<file path="src/rtl/alu_pkg.sv">
`default_nettype none
// ============================================================================
// alu_pkg: ALU ctrl codes, MIPS opcode/funct encodings and the issue bundle.
// Rev 1.0
// ============================================================================
package alu_pkg;

  localparam int ALU_XLEN      = 32;
  localparam int ALU_REG_IDX_W = 5;

  localparam logic [3:0] CTRL_SLL = 4'b0000;
  localparam logic [3:0] CTRL_SRL = 4'b0001;
  localparam logic [3:0] CTRL_SRA = 4'b0010;
  localparam logic [3:0] CTRL_ADD = 4'b0011;
  localparam logic [3:0] CTRL_SUB = 4'b0100;
  localparam logic [3:0] CTRL_AND = 4'b0101;
  localparam logic [3:0] CTRL_OR  = 4'b0110;
  localparam logic [3:0] CTRL_XOR = 4'b0111;
  localparam logic [3:0] CTRL_NOR = 4'b1000;
  localparam logic [3:0] CTRL_SLT = 4'b1001;
  localparam logic [3:0] CTRL_LUI = 4'b1010;
  localparam logic [3:0] CTRL_NOP = 4'b1111;

  localparam logic [5:0] OP_RTYPE = 6'h00;
  localparam logic [5:0] OP_ADDIU = 6'h09;
  localparam logic [5:0] OP_SLTIU = 6'h0B;
  localparam logic [5:0] OP_ANDI  = 6'h0C;
  localparam logic [5:0] OP_ORI   = 6'h0D;
  localparam logic [5:0] OP_XORI  = 6'h0E;
  localparam logic [5:0] OP_LUI   = 6'h0F;

  localparam logic [5:0] FN_SLL  = 6'h00;
  localparam logic [5:0] FN_SRL  = 6'h02;
  localparam logic [5:0] FN_SRA  = 6'h03;
  localparam logic [5:0] FN_SLLV = 6'h04;
  localparam logic [5:0] FN_SRLV = 6'h06;
  localparam logic [5:0] FN_SRAV = 6'h07;
  localparam logic [5:0] FN_ADDU = 6'h21;
  localparam logic [5:0] FN_SUBU = 6'h23;
  localparam logic [5:0] FN_AND  = 6'h24;
  localparam logic [5:0] FN_OR   = 6'h25;
  localparam logic [5:0] FN_XOR  = 6'h26;
  localparam logic [5:0] FN_NOR  = 6'h27;
  localparam logic [5:0] FN_SLTU = 6'h2B;

  typedef struct packed {
    logic [3:0]               ctrl;
    logic [ALU_XLEN-1:0]      op1;
    logic [ALU_XLEN-1:0]      op2;
    logic [ALU_REG_IDX_W-1:0] rd_idx;
    logic                     illegal;
  } alu_issue_t;

  // CTRL_NOP doubles as the "unrecognised funct" marker.
  function automatic logic [3:0] funct_ctrl(input logic [5:0] funct);
    case (funct)
      FN_SLL, FN_SLLV: return CTRL_SLL;
      FN_SRL, FN_SRLV: return CTRL_SRL;
      FN_SRA, FN_SRAV: return CTRL_SRA;
      FN_ADDU:         return CTRL_ADD;
      FN_SUBU:         return CTRL_SUB;
      FN_AND:          return CTRL_AND;
      FN_OR:           return CTRL_OR;
      FN_XOR:          return CTRL_XOR;
      FN_NOR:          return CTRL_NOR;
      FN_SLTU:         return CTRL_SLT;
      default:         return CTRL_NOP;
    endcase
  endfunction

endpackage
`default_nettype wire

</file>
<file path="src/rtl/alu_issue_stage_if.sv">
`default_nettype none
// ============================================================================
// alu_issue_stage_if: instruction-in, write-back and ALU-bundle-out signals.
// Rev 1.0
// ============================================================================
interface alu_issue_stage_if #(
  parameter int XLEN      = 32,
  parameter int REG_IDX_W = 5
);
  logic                 in_valid;
  logic                 in_ready;
  logic [5:0]           in_opcode;
  logic [5:0]           in_funct;
  logic [REG_IDX_W-1:0] in_rs_idx;
  logic [REG_IDX_W-1:0] in_rt_idx;
  logic [REG_IDX_W-1:0] in_rd_idx;
  logic [XLEN-1:0]      in_rs_val;
  logic [XLEN-1:0]      in_rt_val;
  logic [15:0]          in_imm;
  logic [4:0]           in_shamt;
  logic                 wb_en;
  logic [REG_IDX_W-1:0] wb_idx;
  logic [XLEN-1:0]      wb_data;
  logic                 out_valid;
  logic                 out_ready;
  logic [3:0]           out_ctrl;
  logic [XLEN-1:0]      out_op1;
  logic [XLEN-1:0]      out_op2;
  logic [REG_IDX_W-1:0] out_rd_idx;
  logic                 out_illegal;

  modport slave (
    input  in_valid, in_opcode, in_funct, in_rs_idx, in_rt_idx, in_rd_idx,
           in_rs_val, in_rt_val, in_imm, in_shamt, wb_en, wb_idx, wb_data,
           out_ready,
    output in_ready, out_valid, out_ctrl, out_op1, out_op2, out_rd_idx,
           out_illegal
  );

  modport master (
    output in_valid, in_opcode, in_funct, in_rs_idx, in_rt_idx, in_rd_idx,
           in_rs_val, in_rt_val, in_imm, in_shamt, wb_en, wb_idx, wb_data,
           out_ready,
    input  in_ready, out_valid, out_ctrl, out_op1, out_op2, out_rd_idx,
           out_illegal
  );
endinterface
`default_nettype wire

</file>
<file path="src/rtl/alu_issue_decode.sv">
`default_nettype none
// ============================================================================
// alu_issue_decode: combinational opcode/funct to ALU ctrl and operand select.
// Rev 1.0
// ============================================================================
module alu_issue_decode
  import alu_pkg::*;
(
  input  logic [5:0]               opcode_i,
  input  logic [5:0]               funct_i,
  input  logic [ALU_REG_IDX_W-1:0] rt_idx_i,
  input  logic [ALU_REG_IDX_W-1:0] rd_idx_i,
  input  logic [ALU_XLEN-1:0]      rs_val_i,
  input  logic [ALU_XLEN-1:0]      rt_val_i,
  input  logic [15:0]              imm_i,
  input  logic [4:0]               shamt_i,
  output alu_issue_t               issue_o
);

  logic [3:0]          w_fn_ctrl;
  logic [ALU_XLEN-1:0] w_imm_sext;
  logic [ALU_XLEN-1:0] w_imm_zext;
  logic [ALU_XLEN-1:0] w_shamt_zext;

  assign w_fn_ctrl    = funct_ctrl(funct_i);
  assign w_imm_sext   = {{(ALU_XLEN-16){imm_i[15]}}, imm_i};
  assign w_imm_zext   = {{(ALU_XLEN-16){1'b0}}, imm_i};
  assign w_shamt_zext = {{(ALU_XLEN-5){1'b0}}, shamt_i};

  always_comb begin
    issue_o         = '0;
    issue_o.ctrl    = CTRL_NOP;
    issue_o.illegal = 1'b1;
    case (opcode_i)
      OP_RTYPE: begin
        if (w_fn_ctrl != CTRL_NOP) begin
          issue_o.ctrl    = w_fn_ctrl;
          issue_o.illegal = 1'b0;
          issue_o.rd_idx  = rd_idx_i;
          // Valid shift functs have bit 5 clear; bit 2 selects the variable form.
          if (!funct_i[5]) begin
            issue_o.op1 = rt_val_i;
            issue_o.op2 = funct_i[2] ? rs_val_i : w_shamt_zext;
          end else begin
            issue_o.op1 = rs_val_i;
            issue_o.op2 = rt_val_i;
          end
        end
      end
      OP_ADDIU, OP_SLTIU: begin
        issue_o.ctrl    = (opcode_i == OP_ADDIU) ? CTRL_ADD : CTRL_SLT;
        issue_o.illegal = 1'b0;
        issue_o.rd_idx  = rt_idx_i;
        issue_o.op1     = rs_val_i;
        issue_o.op2     = w_imm_sext;
      end
      OP_ANDI, OP_ORI, OP_XORI: begin
        issue_o.ctrl    = (opcode_i == OP_ANDI) ? CTRL_AND :
                          (opcode_i == OP_ORI)  ? CTRL_OR  : CTRL_XOR;
        issue_o.illegal = 1'b0;
        issue_o.rd_idx  = rt_idx_i;
        issue_o.op1     = rs_val_i;
        issue_o.op2     = w_imm_zext;
      end
      OP_LUI: begin
        issue_o.ctrl    = CTRL_LUI;
        issue_o.illegal = 1'b0;
        issue_o.rd_idx  = rt_idx_i;
        issue_o.op1     = w_imm_zext;
      end
      default: ;
    endcase
  end

endmodule
`default_nettype wire

</file>
<file path="src/rtl/alu_issue_stage.sv">
`default_nettype none
// ============================================================================
// alu_issue_stage: forwarding, decode and 2-entry skid buffer ahead of the ALU.
// Rev 1.0
// ============================================================================
module alu_issue_stage
  import alu_pkg::*;
#(
  parameter int XLEN      = ALU_XLEN,
  parameter int REG_IDX_W = ALU_REG_IDX_W
) (
  input  logic              clk,
  input  logic              rst_n,
  alu_issue_stage_if.slave  bus
);

  logic [XLEN-1:0] w_rs_fwd;
  logic [XLEN-1:0] w_rt_fwd;
  alu_issue_t      w_issue;
  logic            w_accept;
  logic            w_drain;

  alu_issue_t main_q, main_d;
  alu_issue_t skid_q, skid_d;
  logic       main_valid_q, main_valid_d;
  logic       skid_valid_q, skid_valid_d;

  // Index 0 is hardwired zero; a matching non-zero write-back wins over the RF.
  assign w_rs_fwd = (bus.in_rs_idx == '0) ? '0 :
                    (bus.wb_en && (bus.wb_idx == bus.in_rs_idx)) ? bus.wb_data :
                    bus.in_rs_val;
  assign w_rt_fwd = (bus.in_rt_idx == '0) ? '0 :
                    (bus.wb_en && (bus.wb_idx == bus.in_rt_idx)) ? bus.wb_data :
                    bus.in_rt_val;

  alu_issue_decode u_decode (
    .opcode_i (bus.in_opcode),
    .funct_i  (bus.in_funct),
    .rt_idx_i (bus.in_rt_idx),
    .rd_idx_i (bus.in_rd_idx),
    .rs_val_i (w_rs_fwd),
    .rt_val_i (w_rt_fwd),
    .imm_i    (bus.in_imm),
    .shamt_i  (bus.in_shamt),
    .issue_o  (w_issue)
  );

  assign w_accept = bus.in_valid && !skid_valid_q;
  assign w_drain  = main_valid_q && bus.out_ready;

  always_comb begin
    main_d       = main_q;
    skid_d       = skid_q;
    main_valid_d = main_valid_q;
    skid_valid_d = skid_valid_q;
    if (w_drain) begin
      // in_ready is low whenever skid holds data, so accept cannot coincide here.
      if (skid_valid_q) begin
        main_d       = skid_q;
        skid_valid_d = 1'b0;
      end else if (w_accept) begin
        main_d = w_issue;
      end else begin
        main_valid_d = 1'b0;
      end
    end else if (w_accept) begin
      if (main_valid_q) begin
        skid_d       = w_issue;
        skid_valid_d = 1'b1;
      end else begin
        main_d       = w_issue;
        main_valid_d = 1'b1;
      end
    end
  end

  always_ff @(posedge clk or negedge rst_n) begin
    if (!rst_n) begin
      main_q       <= '0;
      skid_q       <= '0;
      main_valid_q <= 1'b0;
      skid_valid_q <= 1'b0;
    end else begin
      main_q       <= main_d;
      skid_q       <= skid_d;
      main_valid_q <= main_valid_d;
      skid_valid_q <= skid_valid_d;
    end
  end

  assign bus.in_ready    = !skid_valid_q;
  assign bus.out_valid   = main_valid_q;
  assign bus.out_ctrl    = main_q.ctrl;
  assign bus.out_op1     = main_q.op1;
  assign bus.out_op2     = main_q.op2;
  assign bus.out_rd_idx  = main_q.rd_idx;
  assign bus.out_illegal = main_q.illegal;

endmodule
`default_nettype wire

</file>
<file path="src/flat_wrapper.sv">
// flat-port wrapper written by rule: the top's interface ports become plain ports
module alu_issue_stage_flat import alu_pkg::*;
#(
  parameter int XLEN      = ALU_XLEN,
  parameter int REG_IDX_W = ALU_REG_IDX_W
)
  (clk, rst_n, bus_in_valid, bus_in_opcode, bus_in_funct, bus_in_rs_idx, bus_in_rt_idx, bus_in_rd_idx, bus_in_rs_val, bus_in_rt_val, bus_in_imm, bus_in_shamt, bus_wb_en, bus_wb_idx, bus_wb_data, bus_out_ready, bus_in_ready, bus_out_valid, bus_out_ctrl, bus_out_op1, bus_out_op2, bus_out_rd_idx, bus_out_illegal);
  alu_issue_stage_if #(.XLEN(XLEN), .REG_IDX_W(REG_IDX_W)) bus_i ();
  input  logic clk;
  input  logic rst_n;
  input wire logic [$bits(bus_i.in_valid)-1:0] bus_in_valid;
  input wire logic [$bits(bus_i.in_opcode)-1:0] bus_in_opcode;
  input wire logic [$bits(bus_i.in_funct)-1:0] bus_in_funct;
  input wire logic [$bits(bus_i.in_rs_idx)-1:0] bus_in_rs_idx;
  input wire logic [$bits(bus_i.in_rt_idx)-1:0] bus_in_rt_idx;
  input wire logic [$bits(bus_i.in_rd_idx)-1:0] bus_in_rd_idx;
  input wire logic [$bits(bus_i.in_rs_val)-1:0] bus_in_rs_val;
  input wire logic [$bits(bus_i.in_rt_val)-1:0] bus_in_rt_val;
  input wire logic [$bits(bus_i.in_imm)-1:0] bus_in_imm;
  input wire logic [$bits(bus_i.in_shamt)-1:0] bus_in_shamt;
  input wire logic [$bits(bus_i.wb_en)-1:0] bus_wb_en;
  input wire logic [$bits(bus_i.wb_idx)-1:0] bus_wb_idx;
  input wire logic [$bits(bus_i.wb_data)-1:0] bus_wb_data;
  input wire logic [$bits(bus_i.out_ready)-1:0] bus_out_ready;
  output wire logic [$bits(bus_i.in_ready)-1:0] bus_in_ready;
  output wire logic [$bits(bus_i.out_valid)-1:0] bus_out_valid;
  output wire logic [$bits(bus_i.out_ctrl)-1:0] bus_out_ctrl;
  output wire logic [$bits(bus_i.out_op1)-1:0] bus_out_op1;
  output wire logic [$bits(bus_i.out_op2)-1:0] bus_out_op2;
  output wire logic [$bits(bus_i.out_rd_idx)-1:0] bus_out_rd_idx;
  output wire logic [$bits(bus_i.out_illegal)-1:0] bus_out_illegal;
  assign bus_i.in_valid = bus_in_valid;
  assign bus_i.in_opcode = bus_in_opcode;
  assign bus_i.in_funct = bus_in_funct;
  assign bus_i.in_rs_idx = bus_in_rs_idx;
  assign bus_i.in_rt_idx = bus_in_rt_idx;
  assign bus_i.in_rd_idx = bus_in_rd_idx;
  assign bus_i.in_rs_val = bus_in_rs_val;
  assign bus_i.in_rt_val = bus_in_rt_val;
  assign bus_i.in_imm = bus_in_imm;
  assign bus_i.in_shamt = bus_in_shamt;
  assign bus_i.wb_en = bus_wb_en;
  assign bus_i.wb_idx = bus_wb_idx;
  assign bus_i.wb_data = bus_wb_data;
  assign bus_i.out_ready = bus_out_ready;
  assign bus_in_ready = bus_i.in_ready;
  assign bus_out_valid = bus_i.out_valid;
  assign bus_out_ctrl = bus_i.out_ctrl;
  assign bus_out_op1 = bus_i.out_op1;
  assign bus_out_op2 = bus_i.out_op2;
  assign bus_out_rd_idx = bus_i.out_rd_idx;
  assign bus_out_illegal = bus_i.out_illegal;
  alu_issue_stage #(.XLEN(XLEN), .REG_IDX_W(REG_IDX_W)) u_core (.clk(clk), .rst_n(rst_n), .bus(bus_i));
endmodule
</file>
<file path="config.mk">
export PLATFORM = sky130hd
export DESIGN_NAME = alu_issue_stage_flat
export DESIGN_NICKNAME = d
export VERILOG_FILES = /design/src/rtl/alu_pkg.sv /design/src/rtl/alu_issue_stage_if.sv /design/src/rtl/alu_issue_decode.sv /design/src/rtl/alu_issue_stage.sv /design/src/flat_wrapper.sv
export SDC_FILE = /design/constraint.sdc
export NUM_CORES = 1
export LEC_CHECK = 0
export ABC_AREA = 0
export CORE_MARGIN = 2
export CORE_UTILIZATION = 35
export DETAILED_ROUTE_END_ITERATION = 12
export GPL_TIMING_DRIVEN = 0
export PLACE_DENSITY = 0.75
export SKIP_LAST_GASP = 1
export SYNTH_ARGS = -nofsm -noshare
export SYNTH_HDL_FRONTEND = slang
export SYNTH_SLANG_ARGS = --single-unit
export TNS_END_PERCENT = 30
</file>
<file path="constraint.sdc">
create_clock -name clk -period 2.4 [get_ports clk]
set_input_delay 0.48 -clock clk [delete_from_list [all_inputs] [get_ports clk]]
set_output_delay 0.48 -clock clk [all_outputs]
set_load 0.05 [all_outputs]
</file>
==> results.toml, run 1 <==
[sta]
slew_headroom_pct = 48.0
period_minus_slack_ns = 2.41
finalCritPeriodShare_pct = 101
hold_violations = 0
clock.fmax_ghz = 0.415
grt_setup_unrepaired = "yes"
setup_viol = 4
fin_tns_setup_ns = -0.0229
whs_ns = 0.107
slew_violations = 0
finClkSkew_ns = 0.00823
tightest_slew_ns = 0.781
fin_ws_ns = -0.0122

[critical_path]
required_ns = 2.69
end_kind = "flip-flop"
worst_ep_arrival_time_ns = 2.71
rr_startpoint = "u_core.skid_valid_q$_DFFE_PN0P_"
startpoint = "bus_in_rt_idx[3]"
worst_path_max_delay_cell = "dlygate4sd2_1"
start_kind = "input pin"
criticalPathCategory = "in -> reg"
crit_path_max_incr_delay_ns = 0.32
path_cells = "dlygate4sd2_1, xnor2_2, nand4_1, nor2_4, buf_12, bufbuf_16, mux2i_1, o22ai_1, a221oi_2, o21ai_1"
crit_fanout = 5

[flow_run]
maxCapViolCount = 0

[floorplan]
die_area_mm2 = 0.0263
die_h_um = 162
io_pins = 230
fp-row-count = 57
die_w_um = 162
core_mm2 = 0.0245
start_util_pct = 35.8

[clock_tree]
cts_htree_levels = 4
cts_buffers = 17
clk_pin_slew_ns = 0.06
cts_buffer_depth = 2
clk_latency_ns = 0.43
cts_tree = "built"
clk_root_buffer_cell = "clkbuf_16"
clkSinkCount = 150

[synthesis]
synth-seq-area-share_pct = 42.9
synth_xor_area_share_pct = 1.00
synth.distinct_cells = 64
synth_area_mm2 = 0.00875
syn-num-nets = 1108
yosys.area_share.adder_pct = 0.858
synthMuxAreaShare_pct = 8.32
synth_simple_gate_area_share_pct = 13.9
synthArstFlopShare_pct = 100
synth_seq_cells = 150
synth-main-ff-cell = "dfrtp_1"
syn_area_per_cell_um2 = 9.23
synth-compound-area-share_pct = 28.0
yosysWarnings = 0
synth_cells = 948
synth-edff-count = 0
synth_top_family_by_area = "compound AO/OA/AOI/OAI gates"

[final_layout]
nets = 1390
diodes = 0
area_delta_synth_final_pct = 50.6
stdcell_count = 1566
final.fill_count = 2136
drive_gt1_share_pct = 19.4
design_area_mm2 = 0.0132

[grt]
overflow = 0
grt_pass1_wl_mm = 55.2
antenna_found_initial = 0
first_global_vias = 9092
grtUsageTotal_pct = 28.2
grt_max_degree = 77

[outcome]
outcome = "complete, but fails checks"
violations = "negative setup slack"

[detailed_routing]
wirelength_mm = 37.9
remaining_drc_errors = 0
wire_per_inst_um = 24.2
drt_iter0_drc = 1171
drt_pass1_iterations = 6
viasPerCell = 6.01
drtAntennaViolNets = 0
vias = 9406

[placed_design]
io_buffers = 226
place_hpwl_mm = 27.2
place_area_mm2 = 0.0115
dp_slack_ns = -1.20
dp.cells = 1499
place_congestion = 0.938

[power_and_ir_drop]
ir_worst_vdd_v = 0.000674
power_leakage_nw = 5.04
p_per_area_mw_per_mm2 = 1080

[worst_hold_path]
min-delay-path-class = "in -> async"
-- what timing repair did --
action,in CTS,in global routing
hold endpoints to repair,0,0
gates resized for setup,138,63
hold buffers,0,0
pin swaps,21,15
buffers inserted,21,12
setup endpoints to repair,145,140
cloned,2,2
-- final timing paths --
check                           slack (ns)                                 end  cells after the start
worst max-delay path                 -0.01  u_core.bus.out_op1[17]$_DFFE_PN0P_                     10
worst min-delay path                  0.11     u_core.skid_valid_q$_DFFE_PN0P_                      1
worst max register to register           0       u_core.skid_q[26]$_DFFE_PN0P_                      9
worst min register to register        0.48       u_core.skid_q[49]$_DFFE_PN0P_                      2
max in group asynchronous             1.47       u_core.skid_q[22]$_DFFE_PN0P_                      2
min in group clk                      0.48       u_core.skid_q[49]$_DFFE_PN0P_                      2
-- report_power, final --
group | internal [mW] | total, mW | switching, mW
registers | 3.63 | 4.30 | 0.667
clock network | 1.75 | 2.86 | 1.12
logic | 2.41 | 7.06 | 4.65
-- placed cells by master, fill, tap and decap left out, types with 10 or more instances in the layout --
master	netlist	routed
mux2_2	16	16
clkbuf_2	0	14
o21ai_1	29	30
buf_2	15	11
nand2_1	89	89
a21oi_1	89	89
clkdlybuf4s50_1	0	202
buf_4	8	32
buf_6	9	13
o22ai_1	44	41
dfrtp_1	150	149
clkbuf_16	0	19
mux2i_2	2	13
dlygate4sd2_1	0	11
mux2i_1	52	20
o21a_1	11	11
clkbuf_1	44	26
o21ai_0	97	94
mux2i_4	0	21
a221oi_2	19	20
nor2_1	77	72
or3_1	35	34
o211ai_1	10	10
-- synth_stat cells (4+ instances only) --
master | number | area share (%)
o21a_1 | 11 | 0.94
dfrtp_1 | 150 | 43
a221oi_2 | 19 | 3.3
or3_1 | 35 | 2.5
o21ai_0 | 97 | 5.5
o2bb2ai_1 | 4 | 0.40
a22oi_1 | 5 | 0.43
a2bb2oi_1 | 7 | 0.70
nor2_1 | 77 | 3.3
and2_1 | 4 | 0.29
buf_6 | 9 | 1.2
a31oi_1 | 8 | 0.57
o211a_1 | 9 | 1.0
inv_1 | 6 | 0.26
nor3_1 | 9 | 0.51
nand2_1 | 89 | 3.8
buf_2 | 15 | 0.86
ha_1 | 6 | 0.86
nand3_1 | 6 | 0.34
a32o_1 | 5 | 0.57
xor2_1 | 4 | 0.40
mux2_2 | 16 | 2.1
o22ai_1 | 44 | 3.1
buf_4 | 8 | 0.69
a21oi_1 | 89 | 5.1
xnor2_1 | 6 | 0.60
clkbuf_1 | 44 | 1.9
o22a_1 | 5 | 0.50
a32oi_1 | 9 | 0.90
o21ai_1 | 29 | 1.7
o211ai_1 | 10 | 0.86
nor3b_1 | 11 | 0.94
mux2i_1 | 52 | 5.9
-- cells by family after synthesis --
logic type               after synthesis
XOR/XNOR                              10
buffers and inverters                 86
adder cells (fa/ha/maj)                6
flip-flops                           150
AO/OA/AOI/OAI                        371
AND/OR/NAND/NOR                      255
multiplexers                          70
-- registers in the layout (all words and copies together), names as in the netlist --
| name | flops |
|---|---|
| u_core.bus.out_ctrl | 4 |
| u_core.bus.out_op2 | 32 |
| u_core.bus.out_valid | 1 |
| u_core.bus.out_illegal | 1 |
| u_core.skid_q | 74 |
| u_core.bus.out_op1 | 32 |
| u_core.skid_valid_q | 1 |
| u_core.bus.out_rd_idx | 5 |
-- through the flow --
stage          power (mW)  util (%)
6_report             14.2      53.9
5_1_grt              14.8      53.9
4_1_cts              14.0      52.4
3_5_place_dp         11.0      46.8
3_3_place_gp         10.9      46.7
2_1_floorplan        8.37         -
-- worst max-delay path: cells and delay by family --
kind,cells,cell delay (ns)
buf+inv,3,0.72
compound gates,3,0.58
simple gates,2,0.42
mux,1,0.32
xor+xnor,1,0.20
-- area by class of cell --
| cell class | count | area, um^2 | area share [%] |
|---|---|---|---|
| tap | 324 | 405 | 3.08 |
| multi-input combinational | 712 | 5070 | 38.5 |
| sequential | 150 | 3750 | 28.5 |
| timing repair buffer | 264 | 2700 | 20.5 |
| clock inverter | 10 | 145 | 1.10 |
| inverter | 7 | 30.0 | 0.228 |
| buffer | 78 | 588 | 4.46 |
| clock buffer | 21 | 480 | 3.65 |
-- per-layer routing --
metal / track usage (%) / share of wire (%) / vias to the layer above
met3: 9.12 / 13 / 79
met4: 9.37 / 2.9 / 0
met1: 36.1 / 38 / 4578
met5: 0 / 0 / -
li1: - / - / 4076
met2: 45.1 / 46 / 673
Power figures use the tool's default switching activity.
==> run 2: changes to the inputs <==
--- a/config.mk
+++ b/config.mk
@@ -15,4 +15,3 @@
 export SYNTH_ARGS = -nofsm -noshare
 export SYNTH_HDL_FRONTEND = slang
 export SYNTH_SLANG_ARGS = --single-unit
-export TNS_END_PERCENT = 30
==> run 2 against run 1 <==
Net effect: total power grew 0.38%; first-iteration DRC count shrank 6.7%; cell count grew 0.45%; the run now ends clean.
==> results.toml, run 2 (synthesis gave the netlist of run 1 again) <==
[clock_tree]
cts_htree_levels = 4
clkSinkCount = 150
cts_tree = "built"
cts_buffer_depth = 2
clk_pin_slew_ns = 0.06
clk_latency_ns = 0.43
clk_root_buffer_cell = "clkbuf_16"
cts_buffers = 17

[worst_hold_path]
min-delay-path-class = "in -> async"

[power_and_ir_drop]
internal_power_mw = 7.79
p_sw_share_pct = 45.5
p_per_area_mw_per_mm2 = 1070
ir_worst_vdd_v = 0.000674
seqPwrFrac_pct = 30.2
comb_power_share_pct = 49.6
p_sw_mw = 6.49
clkPwrFrac_pct = 20.2
power_leakage_nw = 5.12

[floorplan]
die_area_mm2 = 0.0263
io_pins = 230
die_h_um = 162
die_w_um = 162
start_util_pct = 35.8
core_mm2 = 0.0245
fp-row-count = 57

[placed_design]
place_hpwl_mm = 27.2
place_congestion = 0.938
io_buffers = 226
place_area_mm2 = 0.0115

[critical_path]
worst_path_max_delay_cell = "mux2i_1"
crit_fanout = 5
path_cells = "clkdlybuf4s15_2, xnor2_2, nand4_1, nor2_4, buf_12, bufbuf_16, mux2i_1, o22ai_1, a221oi_2, o21ai_1"
worst_ep_arrival_time_ns = 2.68
crit_path_max_incr_delay_ns = 0.33
required_ns = 2.70
end_kind = "flip-flop"
start_kind = "input pin"
criticalPathCategory = "in -> reg"

[sta]
setup_viol = 0
fin_tns_setup_ns = 0
hold_violations = 0
slew_violations = 0
finClkSkew_ns = 0.00767
period_minus_slack_ns = 2.39
clock.fmax_ghz = 0.419
slew_headroom_pct = 47.2
tightest_slew_ns = 0.792
finalCritPeriodShare_pct = 99.6
grt_setup_unrepaired = "yes"

[grt]
first_global_vias = 9119
overflow = 0
grt_max_degree = 77
antenna_found_initial = 0
grtUsageTotal_pct = 28.2
grt_pass1_wl_mm = 55.3

[detailed_routing]
remaining_drc_errors = 0
drtAntennaViolNets = 0
wire_per_inst_um = 24.5
wirelength_mm = 38.5
drt_iter0_drc = 1093
drt_pass1_iterations = 9
viasPerCell = 6.04
vias = 9495

[final_layout]
layout_common_cells = "clkdlybuf4s50_1 (201), dfrtp_1 (148), o21ai_0 (93), nand2_1 (89), a21oi_1 (89)"
largest_reg_flops = 74
design_area_mm2 = 0.0133
diodes = 0
area_delta_synth_final_pct = 51.9
max_flop_register = "u_core.skid_q"
drive_gt1_share_pct = 21.2
final_common_cell = "clkdlybuf4s50_1"
nets = 1397

[flow_run]
maxCapViolCount = 0

[outcome]
outcome = "finished, final reports clean"
==> run 2: layout make-up <==
class / instances / area [um^2]
fill: 2120 / 11200
multi-input combinational: 712 / 5140
buffer: 78 / 589
tap: 324 / 405
clock inverter: 10 / 145
sequential: 150 / 3760
inverter: 7 / 30.0
timing repair buffer: 271 / 2740
clock buffer: 21 / 480
==> run 2: final timing paths <==
kind,endpoint,slack (ns),startpoint,cells after the start
worst max-delay path,u_core.bus.out_op1[17]$_DFFE_PN0P_,0.01,bus_in_rt_idx[0],10
worst min-delay path,u_core.bus.out_valid$_DFFE_PN0P_,0.10,rst_n,1
worst max register to register,u_core.bus.out_op1[28]$_DFFE_PN0P_,0.07,u_core.skid_valid_q$_DFFE_PN0P_,9
worst min register to register,u_core.skid_q[49]$_DFFE_PN0P_,0.48,u_core.skid_q[49]$_DFFE_PN0P_,2
max in group asynchronous,u_core.bus.out_op2[1]$_DFFE_PN0P_,1.48,rst_n,2
min in group clk,u_core.skid_valid_q$_DFFE_PN0P_,0.47,bus_out_ready,2
==> run 2: power groups by stage <==
| stage | Combinational [mW] | Clock, mW | Sequential [mW] |
|---|---|---|---|
| 6_report | 7.08 | 2.88 | 4.31 |
| 5_1_grt | 7.49 | 2.97 | 4.41 |
| 4_1_cts | 6.92 | 2.85 | 4.27 |
| 3_5_place_dp | 6.71 | 0 | 4.30 |
| 3_3_place_gp | 6.62 | 0 | 4.27 |
| 2_1_floorplan | 2.23 | 0 | 6.14 |
==> run 2: critical path, delay by kind of cell <==
kind                   cells  cell delay [ns]
AO/OA/AOI/OAI              3             0.57
XOR/XNOR                   1             0.21
buffers and inverters      3             0.66
multiplexers               1             0.33
AND/OR/NAND/NOR            2             0.42
==> run 2: what timing repair did <==
item	in CTS	in global routing
hold buffers	0	0
resized for setup	142	88
pin swaps	22	19
endpoints found under the setup margin	145	139
setup buffers	23	15
cloned	3	3
==> run 2: through the flow <==
step	hold WS (ns)	setup slack [ns]	cells	power (mW)	util [%]
floorplan	0.184	0.0244	948	8.37	-
finish	0.103	0.0106	1573	14.3	54.3
global route	0.157	-0.0535	1573	14.9	54.3
detailed placement	0.466	-1.20	1499	11.0	46.8
CTS	0.122	0.00254	1556	14.0	52.5
global placement	0.457	-5.83	1498	10.9	46.7
==> run 2: metal layers <==
metal	global-route usage [%]	part of all wire (%)	wire length, um	up-vias
met2	44.8	45	17500	719
met4	10.1	3.7	1420	0
met5	0	0	0	-
met3	9.04	13	5020	119
li1	-	-	-	4100
met1	36.3	38	14600	4557
